===== config.mk =====
export PLATFORM = sky130hd
export DESIGN_NAME = intern_sync_mc_flat
export DESIGN_NICKNAME = d
export VERILOG_FILES = /design/src/rtl/intern_sync_mc_if.sv /design/src/rtl/intern_sync_mc.sv /design/src/flat_wrapper.sv
export SDC_FILE = /design/constraint.sdc
export NUM_CORES = 1
export LEC_CHECK = 0
export CORE_MARGIN = 5
export CORE_UTILIZATION = 59
export DETAILED_ROUTE_END_ITERATION = 8
export GPL_ROUTABILITY_DRIVEN = 0
export PLACE_DENSITY = 0.83
export SYNTH_ARGS = -nofsm -noshare
export SYNTH_HDL_FRONTEND = slang
export SYNTH_SLANG_ARGS = --single-unit

===== constraint.sdc =====
create_clock -name clk -period 4.7 [get_ports clk]
set_input_delay 1.41 -clock clk [delete_from_list [all_inputs] [get_ports clk]]
set_output_delay 1.41 -clock clk [all_outputs]
set_load 0.01 [all_outputs]

===== src/rtl/intern_sync_mc_if.sv =====
// Requester/resource handshake bundle for the intern_sync_mc arbiter.
// master = requester/testbench side, slave = arbiter side.
interface intern_sync_mc_if #(
  parameter int NCH = 4,
  parameter int IDW = (NCH > 1) ? $clog2(NCH) : 1
);
  logic           rc_is_idle;
  logic [NCH-1:0] rc_reqn;
  logic [NCH-1:0] rc_ackn;
  logic           busy;
  logic [IDW-1:0] grant_id;
  logic           tmo_err;

  modport master (
    output rc_is_idle, rc_reqn,
    input  rc_ackn, busy, grant_id, tmo_err
  );

  modport slave (
    input  rc_is_idle, rc_reqn,
    output rc_ackn, busy, grant_id, tmo_err
  );
endinterface


===== src/rtl/intern_sync_mc.sv =====
// Round-robin arbiter granting a shared resource to NCH requesters once the
// resource has reported idle for IDLE_STB consecutive cycles, with timeout.
//
// state  | meaning
// -------+-----------------------------------------------------------
// S_IDLE | no channel served; arbitrate when any rc_reqn bit is low
// S_WAIT | channel grant_id selected; waiting for stable rc_is_idle
// S_ACK  | idle condition met; ack pulse is registered for next cycle
module intern_sync_mc #(
  parameter int NCH      = 4,
  parameter int IDLE_STB = 2,
  parameter int TMO      = 64,
  parameter int TMO_W    = 12,
  parameter int IDW      = (NCH > 1) ? $clog2(NCH) : 1
) (
  input  logic clk,
  input  logic rst,
  intern_sync_mc_if.slave bus
);

  typedef enum logic [1:0] {
    S_IDLE = 2'd0,
    S_WAIT = 2'd1,
    S_ACK  = 2'd2
  } state_t;

  localparam logic [3:0]       STB_MAX  = 4'(IDLE_STB);
  localparam logic [3:0]       STB_LAST = 4'(IDLE_STB - 1);
  localparam logic [TMO_W-1:0] TMO_LAST = TMO_W'(TMO - 1);

  state_t           state, state_nxt;
  logic [IDW-1:0]   grant_q, grant_nxt;
  logic [IDW-1:0]   last_q, last_nxt;
  logic [3:0]       stb_q, stb_nxt;
  logic [TMO_W-1:0] tmo_q, tmo_nxt;
  logic [NCH-1:0]   ackn_q, ackn_nxt;
  logic             tmo_err_q, tmo_err_nxt;
  logic             req_any;
  logic [IDW-1:0]   pick;
  logic [IDW-1:0]   cand;

  // Round-robin pick: first requesting channel after last_grant (lowest offset wins).
  always_comb begin
    req_any = ~&bus.rc_reqn;
    pick    = grant_q;
    cand    = '0;
    for (int i = NCH; i >= 1; i--) begin
      cand = IDW'((int'(last_q) + i) % NCH);
      if (!bus.rc_reqn[cand]) pick = cand;
    end
  end

  // Next-state, counter and registered-output logic.
  always_comb begin
    state_nxt   = state;
    grant_nxt   = grant_q;
    last_nxt    = last_q;
    stb_nxt     = stb_q;
    tmo_nxt     = tmo_q;
    ackn_nxt    = '1;
    tmo_err_nxt = 1'b0;
    case (state)
      S_IDLE: begin
        stb_nxt = '0;
        tmo_nxt = '0;
        if (req_any) begin
          grant_nxt = pick;
          state_nxt = S_WAIT;
        end
      end
      S_WAIT: begin
        tmo_nxt = tmo_q + TMO_W'(1);
        if (bus.rc_is_idle) stb_nxt = (stb_q == STB_MAX) ? stb_q : stb_q + 4'd1;
        else                stb_nxt = '0;
        // Withdrawal beats ack, ack beats timeout.
        if (bus.rc_reqn[grant_q]) begin
          state_nxt = S_IDLE;
          last_nxt  = grant_q;
        end else if (bus.rc_is_idle && stb_q == STB_LAST) begin
          state_nxt = S_ACK;
          last_nxt  = grant_q;
        end else if (tmo_q == TMO_LAST) begin
          state_nxt   = S_IDLE;
          last_nxt    = grant_q;
          tmo_err_nxt = 1'b1;
        end
        if (state_nxt != S_WAIT) begin
          stb_nxt = '0;
          tmo_nxt = '0;
        end
      end
      S_ACK: begin
        stb_nxt   = '0;
        tmo_nxt   = '0;
        ackn_nxt  = ~(NCH'(1) << grant_q);
        state_nxt = S_IDLE;
      end
      default: begin
        stb_nxt   = '0;
        tmo_nxt   = '0;
        state_nxt = S_IDLE;
      end
    endcase
  end

  // State and output registers; reset clears everything asynchronously.
  always_ff @(posedge clk or posedge rst) begin
    if (rst) begin
      state     <= S_IDLE;
      grant_q   <= '0;
      last_q    <= IDW'(NCH - 1);
      stb_q     <= '0;
      tmo_q     <= '0;
      ackn_q    <= '1;
      tmo_err_q <= 1'b0;
    end else begin
      state     <= state_nxt;
      grant_q   <= grant_nxt;
      last_q    <= last_nxt;
      stb_q     <= stb_nxt;
      tmo_q     <= tmo_nxt;
      ackn_q    <= ackn_nxt;
      tmo_err_q <= tmo_err_nxt;
    end
  end

  assign bus.rc_ackn  = ackn_q;
  assign bus.busy     = (state != S_IDLE);
  assign bus.grant_id = grant_q;
  assign bus.tmo_err  = tmo_err_q;

endmodule


===== src/flat_wrapper.sv =====
// flat-port wrapper written by rule: the top's interface ports become plain ports
module intern_sync_mc_flat 
#(
  parameter int NCH      = 4,
  parameter int IDLE_STB = 2,
  parameter int TMO      = 64,
  parameter int TMO_W    = 12,
  parameter int IDW      = (NCH > 1) ? $clog2(NCH) : 1
)
  (clk, rst, bus_rc_is_idle, bus_rc_reqn, bus_rc_ackn, bus_busy, bus_grant_id, bus_tmo_err);
  intern_sync_mc_if #(.NCH(NCH), .IDW(IDW)) bus_i ();
  input  logic clk;
  input  logic rst;
  input wire logic [$bits(bus_i.rc_is_idle)-1:0] bus_rc_is_idle;
  input wire logic [$bits(bus_i.rc_reqn)-1:0] bus_rc_reqn;
  output wire logic [$bits(bus_i.rc_ackn)-1:0] bus_rc_ackn;
  output wire logic [$bits(bus_i.busy)-1:0] bus_busy;
  output wire logic [$bits(bus_i.grant_id)-1:0] bus_grant_id;
  output wire logic [$bits(bus_i.tmo_err)-1:0] bus_tmo_err;
  assign bus_i.rc_is_idle = bus_rc_is_idle;
  assign bus_i.rc_reqn = bus_rc_reqn;
  assign bus_rc_ackn = bus_i.rc_ackn;
  assign bus_busy = bus_i.busy;
  assign bus_grant_id = bus_i.grant_id;
  assign bus_tmo_err = bus_i.tmo_err;
  intern_sync_mc #(.NCH(NCH), .IDLE_STB(IDLE_STB), .TMO(TMO), .TMO_W(TMO_W), .IDW(IDW)) u_core (.clk(clk), .rst(rst), .bus(bus_i));
endmodule

==> qor.txt <==
Setup violations, final - 0
CP Cell Sequence - or2_2, clkdlybuf4s50_1
slew at the pin closest to its max-slew limit - 0.954 ns
Synth Register Bits - 27
Max stage delay on crit path - 0.49 ns
worst-case clock buffer depth - 2
Post-CTS Setup Inserts - 0
register area share after synthesis - 0.500
RSZ-0062 raised after global routing - false
Synth top area share - 0.384
largest net degree at the start of global routing - 28
PostCTS Resize Cnt - 0
crit-path max FO - 4
CP max stage cell - clkdlybuf4s50_1
# IOs - 15
Ys Warns - 0
Syn Inst Count - 129
commonest cells after routing, fill and taps aside - 21 x dfrtp_1, 20 x nor2_1, 14 x clkdlybuf4s50_1
post-route cell area - 1560 sq um
# rows - 17
Root Buffer - clkbuf_4
skew final - 0.00684 ns
TritonCTS Buffers - 3
routed len/inst - 13.7 um
DRT antenna net count - 0
Max Cap Violations - 0
most common flop cell mapped by yosys - dfrtp_1
Final #Nets - 158
CTS tree - yes
Port Buffer Count - 14
hold depth - 1
Inserted Diodes - 0
run status - complete, no violations
most common cell after layout, fill and taps aside - dfrtp_1
number of enable flip-flop cells after synthesis - 0
CP arrival - 1.53 ns
Async SR Flop Fraction - 1.00
Tot Pwr - 0.647 mW
die span in x - 58.1 um
setup TNS - 0 ns
DRC violations left - 0
Leakage - 0.623 nW
Initial Utilization - 0.618
CP Class - flip-flop to primary output
Iter 0 DRT Violations - 19
fmax - 0.340 GHz
final worst-path cycle share - 0.626
final worst slack - 1.76 ns
number of hold buffers added after cts - 0
core area - 2210 sq um
Area after DPL - 1530 sq um
critical path's top delay family - buffers and inverters
Synth area leader - dfrtp_1
final hold vios - 0
worst slack, placed - 1.52 ns
FILL cells - 170
Final Critical Period - 2.94 ns
initial antenna violation count - 0
Via Count - 970
TritonCTS Sinks - 27
mean post-synth cell area - 10.6 sq um
post-detailed-routing wire length - 2390 um
mapped cell area - 1370 sq um
DIE AREA - 3380 sq um
Slew headroom - 0.363
placed wire-length estimate - 1800 um
first-pass GRT wire length - 4040 um
Buf/Inv on CP - 1
Core Util, Final - 0.704
Critical Path RT - 3.29 ns
PwrDens - 415 nW/um^2
fraction of layout cells with a size suffix above 1 - 0.144
stages on the worst setup path - 2
area growth from synthesis to layout - 13.9%
vias in the first global route - 897
Vias/cell - 5.57
Die Ht - 58.1 um
CP Capture Type - primary output
critical path startpoint category - flip-flop
syn_nets - 140
top post-synthesis cells by area - dfrtp_1 38%, dfstp_2 12%, nor2_1 5.5%
Skew-Pair Late Insertion Delay - 0.32 ns
Worst-path clk slew - 0.14 ns
Congestion Overflow GR - 0
Hold Path Class - flip-flop to flip-flop
Max VDD drop - 357 uV
R2R cell count - 3
Slew Limit Fails - 0
GR Util All Layers - 0.157
number of library cell types mapped by synthesis - 34
1st-pass router iterations - 4
# H-tree levels - 1
## area by class of cell
type                            instances  area [sq um]  area share
Sequential cell                        27           683       0.439
Multi-Input combinational cell         93           643       0.413
Inverter                                8          30.0      0.0193
Tap cell                               28          35.0      0.0225
Clock buffer                            4          26.3      0.0169
Timing Repair Buffer                   14           140      0.0900
## cell usage after synthesis, drive strengths merged, types with 2 or more instances
cell	instances
dfstp	6
o21ai	3
mux2	3
nand2	9
nor2b	2
and3	3
ha	4
xnor2	8
nor4	5
xor2	3
inv	8
a211oi	3
and4bb	2
a21oi	3
nor2	20
or3	2
nand3	6
nor3	2
dfrtp	21
nor3b	4
## through the flow
stage / cells / hold slack, ns
3_3_place_gp: 170 / 0.471
2_1_floorplan: 129 / 0.450
6_report: 174 / 0.502
5_1_grt: 174 / 0.523
4_1_cts: 174 / 0.499
3_5_place_dp: 170 / 0.481
## final timing paths
kind,slack (ns),end,startpoint
min reg2reg,0.50,u_core.tmo_q[0],u_core.tmo_q[0]
max in group asynchronous,2.52,u_core.stb_q[2],rst
max,1.76,bus_busy,u_core.state[0]
min,0.50,u_core.tmo_q[0],u_core.tmo_q[0]
max reg2reg,2.85,u_core.last_q[1],u_core.bus.grant_id[0]
min in group asynchronous,1.60,u_core.tmo_q[11],rst
## cell families (layout without fill, tap and decap cells)
logic type | count (synthesis) | after routing | share of synthesized area
flip-flops | 27 | 27 | 0.500
XOR/XNOR | 11 | 11 | 0.0705
adder cells (fa/ha/maj) | 4 | 4 | 0.0366
multiplexers | 4 | 4 | 0.0412
AND/OR/NAND/NOR | 62 | 62 | 0.256
AO/OA/AOI/OAI | 12 | 12 | 0.0659
buffers and inverters | 9 | 26 | 0.0302
## report_power, final
group	internal, mW	total (mW)	switching [mW]
Combinational	0.114	0.231	0.117
Sequential	0.273	0.319	0.0462
Clock	0.0332	0.0961	0.0629
## state kept, by name (all words and copies together) (netlist names)
name / cells
u_core.tmo_q: 12
u_core.bus.rc_ackn: 4
u_core.stb_q: 4
u_core.bus.grant_id: 2
u_core.last_q: 2
u_core.state: 2
u_core.bus.tmo_err: 1
## routing by layer
| metal | track usage | part of all wire |
|---|---|---|
| met5 | 0 | 0 |
| met4 | 0.0497 | 0.016 |
| met3 | 0.0423 | 0.036 |
| met2 | 0.263 | 0.50 |
| met1 | 0.197 | 0.44 |
Note: power is estimated with default switching activity, not from simulation.
